==> config.mk <==
export PLATFORM = sky130hd
export DESIGN_NAME = shift_register_seq
export DESIGN_NICKNAME = d
export VERILOG_FILES = /design/src/rtl/shift_register_seq.sv
export SDC_FILE = /design/constraint.sdc
export NUM_CORES = 1
export LEC_CHECK = 0
export ABC_AREA = 1
export CAP_MARGIN = 20
export CORE_ASPECT_RATIO = 1.1
export CORE_MARGIN = 2
export CORE_UTILIZATION = 44
export CTS_BUF_LIST = sky130_fd_sc_hd__clkbuf_16
export CTS_CLUSTER_SIZE = 25
export DETAILED_ROUTE_END_ITERATION = 7
export PLACE_DENSITY = 0.74
export SLEW_MARGIN = 20
export SYNTH_ARGS = -nofsm -noshare
export SYNTH_HDL_FRONTEND = slang
export SYNTH_SLANG_ARGS = --single-unit
==> constraint.sdc <==
create_clock -name clk -period 1.3 [get_ports clk]
set_input_delay 0.13 -clock clk [delete_from_list [all_inputs] [get_ports clk]]
set_output_delay 0.13 -clock clk [all_outputs]
set_load 0.05 [all_outputs]
==> src/rtl/shift_register_seq.sv <==
// Command-driven shift/rotate register: single-cycle LOAD/CLR/NOP, multi-step
// shifts and rotates executed one step per clock with busy/done handshaking.
module shift_register_seq #(
    parameter  int WIDTH = 8,
    localparam int AMT_W = $clog2(WIDTH)
) (
    input  logic             clk,
    input  logic             rst_n,
    input  logic             cmd_valid,
    output logic             cmd_ready,
    input  logic [2:0]       cmd_op,
    input  logic [AMT_W-1:0] cmd_amt,
    input  logic [WIDTH-1:0] cmd_data,
    input  logic             ser_in,
    output logic [WIDTH-1:0] op,
    output logic             ser_out,
    output logic             busy,
    output logic             done
);

    typedef enum logic {
        IDLE,
        SHIFT
    } state_t;

    typedef enum logic [2:0] {
        OP_LOAD = 3'b000,
        OP_SHL  = 3'b001,
        OP_SHR  = 3'b010,
        OP_ROL  = 3'b011,
        OP_ROR  = 3'b100,
        OP_ASR  = 3'b101,
        OP_CLR  = 3'b110,
        OP_NOP  = 3'b111
    } opcode_t;

    state_t             state, state_nx;
    opcode_t            code, code_nx;
    logic [AMT_W-1:0]   count, count_nx;
    logic [WIDTH-1:0]   op_nx;
    logic               ser_nx;
    logic               done_nx;
    logic [WIDTH:0]     step_res;

    // Returns {departing bit, stepped value}.
    function automatic logic [WIDTH:0] step_fn(input opcode_t c,
                                               input logic [WIDTH-1:0] v,
                                               input logic fill);
        case (c)
            OP_SHL:  step_fn = {v[WIDTH-1], v[WIDTH-2:0], fill};
            OP_SHR:  step_fn = {v[0], fill, v[WIDTH-1:1]};
            OP_ROL:  step_fn = {v[WIDTH-1], v[WIDTH-2:0], v[WIDTH-1]};
            OP_ROR:  step_fn = {v[0], v[0], v[WIDTH-1:1]};
            OP_ASR:  step_fn = {v[0], v[WIDTH-1], v[WIDTH-1:1]};
            default: step_fn = {1'b0, v};
        endcase
    endfunction

    assign busy      = (state == SHIFT);
    assign cmd_ready = !busy;

    always_comb begin
        state_nx = state;
        code_nx  = code;
        count_nx = count;
        op_nx    = op;
        ser_nx   = ser_out;
        done_nx  = 1'b0;
        step_res = step_fn((state == SHIFT) ? code : opcode_t'(cmd_op), op, ser_in);
        case (state)
            IDLE: begin
                if (cmd_valid) begin
                    done_nx = 1'b1;
                    case (opcode_t'(cmd_op))
                        OP_LOAD: op_nx = cmd_data;
                        OP_CLR: begin
                            op_nx  = '0;
                            ser_nx = 1'b0;
                        end
                        OP_NOP: ;
                        default: begin
                            // amt=0 falls through as a NOP; first step happens on the accept edge
                            if (cmd_amt != '0) begin
                                op_nx  = step_res[WIDTH-1:0];
                                ser_nx = step_res[WIDTH];
                                if (cmd_amt != AMT_W'(1)) begin
                                    done_nx  = 1'b0;
                                    state_nx = SHIFT;
                                    count_nx = cmd_amt - AMT_W'(1);
                                    code_nx  = opcode_t'(cmd_op);
                                end
                            end
                        end
                    endcase
                end
            end
            SHIFT: begin
                op_nx    = step_res[WIDTH-1:0];
                ser_nx   = step_res[WIDTH];
                count_nx = count - AMT_W'(1);
                if (count == AMT_W'(1)) begin
                    state_nx = IDLE;
                    done_nx  = 1'b1;
                end
            end
            default: state_nx = IDLE;
        endcase
    end

    always_ff @(posedge clk or negedge rst_n) begin
        if (!rst_n) begin
            state   <= IDLE;
            code    <= OP_NOP;
            count   <= '0;
            op      <= '0;
            ser_out <= 1'b0;
            done    <= 1'b0;
        end else begin
            state   <= state_nx;
            code    <= code_nx;
            count   <= count_nx;
            op      <= op_nx;
            ser_out <= ser_nx;
            done    <= done_nx;
        end
    end

endmodule

Word-level counts from Yosys, hierarchy flattened
Index checks and enable logic that the tools add are counted.

Bits in registers: 17. Input port bits: 18. Output and inout port bits: 12. Word-level logic and storage cells: 63.

Add/subtract/negate cells: 2. Equal/unequal tests: 17. Muxes and demuxes: 27. Bitwise gates (word level): 2. Reductions and logical operators: 9.

Operator list (count): $pmux 9 s5 (1); $pmux 8 s3 (1); $mux 8 (2); $pmux 8 s2 (1); $mux 3 (5); $eq 3x3->1 const B (4); $mux 1 (12); $ne 2x2->1 const B (6); $pmux 1 s2 (4); $eq 3x1->1 const B (2); $eq 3x2->1 const B (2); $pmux 3 s2 (1); $reduce_and 3->1 (2); $sub 3x1->3 const B (2); $reduce_and 5->1 (1); $ne 4x2->1 const B (1); $reduce_and 4->1 (1); $logic_not 3->1 (1); $ne 3x1->1 const B (1); $ne 3x2->1 const B (1); $reduce_bool 3->1 (1); $reduce_or 3->1 (1); $not 1->1 (2); $reduce_or 2->1 (1); $logic_not 1->1 (1).

Longest topological paths before layout
Gate-level depths: netlist (run 1).

Word-level depth: 7. Mapped depth: 10. Mapped depth without buffers: 10.

Least setup slack after synthesis (run 1)
OpenSTA, ideal clock, no wires.

Path type: register -> register. From: register state, in the netlist busy. To: register op[0]. Library setup time: 0.073 ns. Arrival: 1.763 ns. Required time: 1.227 ns. Path slack: -0.537 ns. Stages on the path, launching flop included: 11. Path buffers: 0. Period minus slack after synthesis: 1.837 ns. Cell sequence: dfrtp_1 inv_2 nand2_2 nand2_4 nor2_4 nand2_2 nand3_2 nand2_1 nand3_1 nand2_1 a21oi_2.

Longest elaborated chain between the ends: 7. Elaborated cells on any way between the ends: 16. Classes of those cells: eq/ne: 8; mux: 6; bitwise: 1; reduce/logical: 1.

Ends and longest elaborated chain: start: declaration (RTL line 37) `state_t state, state_nx;`; start signal: assignment (RTL line 119) `state <= state_nx;`; $mux 3 (RTL line 69) `step_res = step_fn((state == SHIFT) ? code : opcode_t'(cmd_op), op, ser_in);`; $eq 3x3->1 (tied with other cells) (RTL line 49) `case (c)`; $pmux 9 s5 (RTL line 49); $mux 8 (RTL line 83) `if (cmd_amt != '0) begin`; $pmux 8 s3 (RTL line 74) `case (opcode_t'(cmd_op))`; $mux 8 (RTL line 72) `if (cmd_valid) begin`; $pmux 8 s2 (RTL line 70) `case (state)`; end signal: assignment (RTL line 122) `op <= op_nx;`; end: declaration (RTL line 15) `output logic [WIDTH-1:0] op,`.

Parallel ways exist; a longest one is shown, timed or not. The select of a mux whose other input is x is not followed. A chain may end at the register's enable or synchronous reset.

Final worst setup path (run 1)
From: register state, in the netlist busy. To: register op[7].

Same word-level chain as after synthesis.

==> summary.txt, run 1 <==
Run status
  – Status: finished with violations
  – Failing checks: negative setup slack

Final layout
  – Diode count: 0
  – Register Area: 433 um^2
  – Design Area, Final: 2250 um^2
  – Fillers: 155
  – Layout cell share with drive strength beyond 1: 43.2%
  – Multi-input gate area: 891 um^2
  – Layout area overhead: 83.7%
  – Fin nets: 260

Synthesis
  – Prevailing post-synth register cell: dfrtp_1
  – Cell variety after synth: 30
  – Synth warnings: 0
  – Syn Inst Count: 171
  – Synth Area in XOR/XNOR: 0.714%
  – Number of synthesized register bits: 17
  – Adder-cell area share of the yosys netlist: 5.10%
  – Area share of the largest cell type after synthesis: 28.5%
  – Synth Area in Simple Gates: 33.3%
  – Largest cells by area after synthesis: dfrtp_1, nand2_1, inv_1, dfstp_2, nor2_1
  – Mapped cell area: 1230 um^2
  – Sequential area share after synthesis: 35.0%
  – Syn Area/Cell: 7.18 um^2
  – Async set-reset flop share out of synthesis: 100%
  – Mux cell area share after synthesis: 0.917%
  – Synth area leader: dfrtp_1
  – Post-synthesis net count: 194
  – Largest family of logic cells by synthesized area: simple AND/OR/NAND/NOR gates
  – Post-synth EDFFs: 0
  – Compound-gate portion of the synthesized area: 15.5%

Routing
  – DRC: 0
  – Vias post-DR: 1427
  – DRT Pass-1 Iters: 4
  – Final ANT Viol Nets: 0
  – Drt via density: 5.30
  – Initial DRC Count: 43
  – Routed WL per cell: 15.5 um
  – Post-Route WL: 4160 um

Worst setup path
  – Startpoint class of the critical path: register
  – Worst Path Required: 1.43 ns
  – Worst Path Arrival: 1.76 ns
  – Worst setup EP type: register
  – Largest fanout on the critical path: 6
  – CP Class: reg -> reg

GRT
  – Global Route Usage Sum: 26.4%
  – Antenna violations before repair: 0
  – Vias in the first global route: 1398
  – Pin count of the biggest net entering global routing: 18
  – Grt ovf: 0
  – First-pass GRT wire length: 6150 um

STA
  – Setup violators final: 19
  – Rel. slew slack: 77.7%
  – RSZ-0062 raised after global routing: true
  – Hold Fails Final Rpt: 0
  – Final setup margin: -0.321 ns
  – Period minus WS final: 1.62 ns
  – FMAX: 617 MHz
  – Clock skew: 0.00305 ns
  – Slew Limit Fails: 0
  – Final Cycle Share: 125%
  – Worst-Margin Slew: 0.329 ns

Clock network
  – Worst-path clk slew: 0.05 ns
  – CTS tree: yes
  – H-tree depth: 1
  – Clk Latency, worst-skew pair: 0.25 ns
  – CTS buffer count: 3
  – Hold buffers post-CTS: 0
  – Clk sinks: 17
  – Clock Path Buffers: 2
  – Root buf cell: clkbuf_16

Floorplan
  – FP Rows: 20
  – Ports: 30
  – Core area: 2700 um^2
  – Die Wd: 54.4 um
  – Initial Util: 45.4%
  – Die Footprint: 3230 um^2
  – Die H: 59.4 um

Power
  – Power Density: 2790 nW/um^2
  – Leakage: 1.11 nW
  – Overall power: 6.29 mW
  – Max rail drop VDD: 2.03 mV

Job
  – Max Cap Violations: 0

Placed design
  – HPWL Detailed: 2650 um
  – Routability congestion estimate: 0.924
  – DP Area: 1870 um^2
  – PortBufs: 29

Hold path
  – HP Class: in -> async
==> synth_stat cells (2+ instances only) <==
cell / number
nand3_1: 4
nand2_4: 2
nand3_2: 2
o21ai_1: 3
ha_1: 5
a21oi_1: 7
inv_2: 3
dfstp_2: 3
o21ai_2: 2
nand2_2: 6
nor2_2: 2
o22ai_1: 4
inv_1: 25
dfrtp_1: 14
nor3_1: 4
o21ai_0: 7
nor2_1: 19
nand2_1: 47
==> final timing paths <==
kind | start | to | slack, ns | cells after the start
max | busy$_DFF_PN0_ | op[7]$_DFFE_PN0P_ | -0.32 | 9
min | rst_n | ser_out$_DFFE_PN0P_ | 0.21 | 2
max reg2reg | busy$_DFF_PN0_ | op[7]$_DFFE_PN0P_ | -0.32 | 9
min reg2reg | ser_out$_DFFE_PN0P_ | ser_out$_DFFE_PN0P_ | 0.56 | 2
max in group asynchronous | rst_n | code[1]$_DFFE_PN1P_ | 0.83 | 2
min in group clk | cmd_amt[0] | count[0]$_DFFE_PN0P_ | 0.34 | 2
==> cell families (layout without fill, tap and decap cells) <==
kind of cell	after synthesis	count (layout)
multiplexers	1	1
adder cells (fa/ha/maj)	5	5
AND/OR/NAND/NOR	88	88
buffers and inverters	29	94
AO/OA/AOI/OAI	30	30
flip-flops	17	17
XOR/XNOR	1	1
==> state kept, by name (all words and copies together), names as in the netlist <==
name	count
done	1
busy	1
op	8
count	3
ser_out	1
code	3
==> area by class of cell <==
type	count	share of cell area (%)
clock buffer	3	3.33
clock inverter	1	0.166
inverter	28	5.11
multi-input combinational	125	39.5
sequential	17	19.2
tap	33	1.83
timing repair buffer	62	30.9
==> layout by cell type (no fill, tap or decap), types with 2 or more instances in the layout <==
cell and n:
nor3_2 2, clkbuf_16 3, a21oi_1 4, o22ai_1 4
o21ai_2 3, nand3_1 2, nand2_1 35, a21oi_2 3
o21ai_1 6, nand2_2 10, dlygate4sd2_1 3, nand2_4 8
ha_1 4, nand3_4 3, inv_1 24, buf_6 11
inv_2 3, nor2_1 17, buf_4 22, nand2_8 2
nand3_2 2, nor2_4 4, nor3_1 2, dfstp_2 3
dfrtp_1 13, o21ai_4 2, buf_12 12, clkdlybuf4s50_1 14
==> routing by layer <==
metal  up-vias  GRT usage [%]  routed length, um
li1        677              -                  -
met1       682           33.2               1610
met5         -              0                  0
met3         9           2.53                215
met4         0           9.29                 70
met2        59           46.1               2270
==> power breakdown <==
group | switching (mW) | internal (mW)
sequential | 0.351 | 0.833
clock | 0.210 | 0.409
combinational | 2.45 | 2.04
==> per-stage QoR <==
stage	utilization [%]	setup TNS (ns)	worst slack (ns)	hold WS, ns	std cells
after floorplan	-	-2.10	-0.226	-0.166	171
after global placement	69.1	-6.35	-0.460	0.474	253
after detailed placement	69.1	-7.37	-0.569	0.481	253
after CTS	77.8	-2.65	-0.267	0.218	262
after global routing	83.4	-5.22	-0.421	0.227	269
final	83.4	-4.14	-0.321	0.214	269
==> worst max-delay path, cell delays in order (launching register included) <==
cell and delay [ns]:
dfrtp_4 0.55, buf_6 0.17, o21ai_4 0.20, nand2_2 0.11, o211ai_4 0.12, nand2_1 0.10, nand2_1 0.08, nand2_1 0.05
nand2_1 0.08, a21oi_2 0.05
==> timing repair <==
item,CTS,global route
pin swaps,15,12
gates resized for setup,34,29
gates cloned,0,0
hold endpoints to repair,0,0
endpoints found under the setup margin,18,19
setup buffers,5,10
Power figures use the tool's default switching activity.
==> run 2: changes to the inputs <==
--- a/config.mk
+++ b/config.mk
@@ -9,11 +9,11 @@
 export CAP_MARGIN = 20
 export CORE_ASPECT_RATIO = 1.1
 export CORE_MARGIN = 2
-export CORE_UTILIZATION = 44
+export CORE_UTILIZATION = 49
 export CTS_BUF_LIST = sky130_fd_sc_hd__clkbuf_16
 export CTS_CLUSTER_SIZE = 25
 export DETAILED_ROUTE_END_ITERATION = 7
-export PLACE_DENSITY = 0.74
+export PLACE_DENSITY = 0.78
 export SLEW_MARGIN = 20
 export SYNTH_ARGS = -nofsm -noshare
 export SYNTH_HDL_FRONTEND = slang
==> constraint.sdc (replaced) <==
create_clock -name clk -period 1.83 [get_ports clk]
set_input_delay 0.183 -clock clk [delete_from_list [all_inputs] [get_ports clk]]
set_output_delay 0.183 -clock clk [all_outputs]
set_load 0.05 [all_outputs]
==> summary.txt, run 2 (same netlist as run 1, synthesis figures left out) <==
Routing
  – Routed WL per cell: 12.3 um
  – Vias post-DR: 1244
  – Drt via density: 5.16
  – Final ANT Viol Nets: 0
  – Post-Route WL: 2960 um
  – DRT Pass-1 Iters: 4
  – DRC: 0
  – Initial DRC Count: 28

Final layout
  – Most flops, register: op
  – Max FFs per register: 8
  – Most common cell after layout, fill and taps aside: nand2_1
  – Diode count: 0
  – Most frequent cells in the layout: nand2_1, clkdlybuf4s50_1, inv_1
  – Fin nets: 234
  – Regs by FF count: op (8), code (3), count (3)
  – Layout area overhead: 36.5%
  – Layout cell share with drive strength beyond 1: 18.1%
  – Post-Route Utilization: 68.4%

STA
  – Final Cycle Share: 93.8%
  – Final setup margin: 0.114 ns
  – Worst-Margin Slew: 0.502 ns
  – Setup violators final: 0
  – FMAX: 583 MHz
  – Setup TNS: 0 ns
  – Period minus WS final: 1.72 ns
  – RSZ-0062 raised after global routing: false
  – Clock skew: 0.00266 ns
  – Hold Fails Final Rpt: 0
  – Rel. slew slack: 66.4%
  – Slew Limit Fails: 0

Floorplan
  – Die Wd: 51.7 um
  – Die H: 56.5 um
  – Die Footprint: 2920 um^2
  – FP Rows: 19
  – Initial Util: 50.1%
  – Core area: 2450 um^2
  – Ports: 30

Hold path
  – HP Class: in -> async

Clock network
  – Clk sinks: 17
  – CTS buffer count: 3
  – H-tree depth: 1
  – Hold buffers post-CTS: 0
  – Clk Latency, worst-skew pair: 0.24 ns
  – Worst-path clk slew: 0.05 ns
  – Post-CTS Setup Inserts: 0
  – Clock Path Buffers: 2
  – CTS tree: yes
  – Root buf cell: clkbuf_16

GRT
  – Vias in the first global route: 1214
  – Antenna violations before repair: 0
  – Pin count of the biggest net entering global routing: 18
  – Grt ovf: 0
  – Global Route Usage Sum: 22.2%
  – First-pass GRT wire length: 5000 um

Worst setup path
  – Critical Path, Cell by Cell: clkdlybuf4s50_1
  – CP delay by family, top: buffers and inverters
  – Max stage delay cell, worst path: clkdlybuf4s50_1
  – Largest fanout on the critical path: 6
  – Worst stage delay on the critical path: 0.84 ns
  – Reg-to-reg slack, setup: 0.20 ns
  – CP Class: reg -> out
  – Worst Path Required: 1.65 ns
  – Worst r2r path cells: 10
  – Startpoint class of the critical path: register
  – CP Buf/Inv Count: 1
  – Reg2reg start: busy$_DFF_PN0_
  – Worst setup EP type: output pin
  – Capture point of the worst reg-to-reg path: op[7]$_DFFE_PN0P_
  – Worst Path Arrival: 1.53 ns

Placed design
  – HPWL Detailed: 2350 um
  – Worst slack, placed: -0.129 ns
  – PortBufs: 29
  – Routability congestion estimate: 0.828

Power
  – Max rail drop VDD: 1.32 mV
  – Leakage: 0.831 nW
  – Power Density: 1910 nW/um^2
  – Overall power: 3.20 mW

Job
  – Max Cap Violations: 0

Run status
  – Status: finished clean
## run 2: changes by cell type in the layout (fill, tap and decap cells not counted), moves of 4 or more
cell             delta
buf_12             -12
buf_4              -13
buf_6              -11
clkdlybuf4s50_1    +13
nand2_1            +12
nand2_2             -4
nand2_4             -6
o21ai_0             +5
## run 2: final cells by class
type | count | area, um^2
clock buffer | 3 | 75.1
clock inverter | 1 | 3.75
fill | 214 | 773
inverter | 28 | 105
multi-input combinational | 125 | 684
sequential | 17 | 430
tap | 31 | 38.8
timing repair buffer | 36 | 338
## run 2: timing repair
item / 4_1_cts / 5_1_grt
setup endpoints to repair: 0 / 3
gates resized for setup: 0 / 2
hold endpoints to repair: 0 / 0
## run 2: per-layer routing
| layer | vias to the layer above | routed length [um] | track usage, % |
|---|---|---|---|
| met2 | 46 | 1560 | 39.6 |
| li1 | 624 | - | - |
| met4 | 0 | 8 | 7.89 |
| met5 | - | 0 | 0 |
| met3 | 2 | 131 | 2.93 |
| met1 | 572 | 1260 | 26.7 |
## run 2: how the worst max path moves through the flow
stage	start	to	slack, ns	cells after the start
after CTS	cmd_amt[0]	code[2]$_DFFE_PN1P_	0.13	8
final	op[7]$_DFFE_PN0P_	op[7]	0.11	1
after global routing	busy$_DFF_PN0_	op[7]$_DFFE_PN0P_	0.01	10
after global placement	cmd_amt[0]	code[2]$_DFFE_PN1P_	0.006	8
after detailed placement	cmd_amt[0]	code[2]$_DFFE_PN1P_	-0.13	8
after floorplan	busy$_DFF_PN0_	op[5]$_DFFE_PN0P_	0.14	10
## run 2: worst reg2reg max path, delay by kind of cell, from the launching register on
kind            cells  cell delay, ns
buf+inv             2            0.25
simple gates        7            0.76
flops               1            0.46
compound gates      1            0.06
## run 2: power by group
part	leakage, nW	switching, mW	internal [mW]
combinational	0.584	1.32	0.715
clock	0.0423	0.138	0.290
sequential	0.205	0.160	0.585
## run 2: through the flow
stage,instances,hold WS (ns),cell area [um^2]
2_1_floorplan,171,-0.113,1230
3_3_place_gp,237,0.474,1590
3_5_place_dp,237,0.481,1590
4_1_cts,241,0.284,1670
5_1_grt,241,0.285,1680
6_report,241,0.272,1680
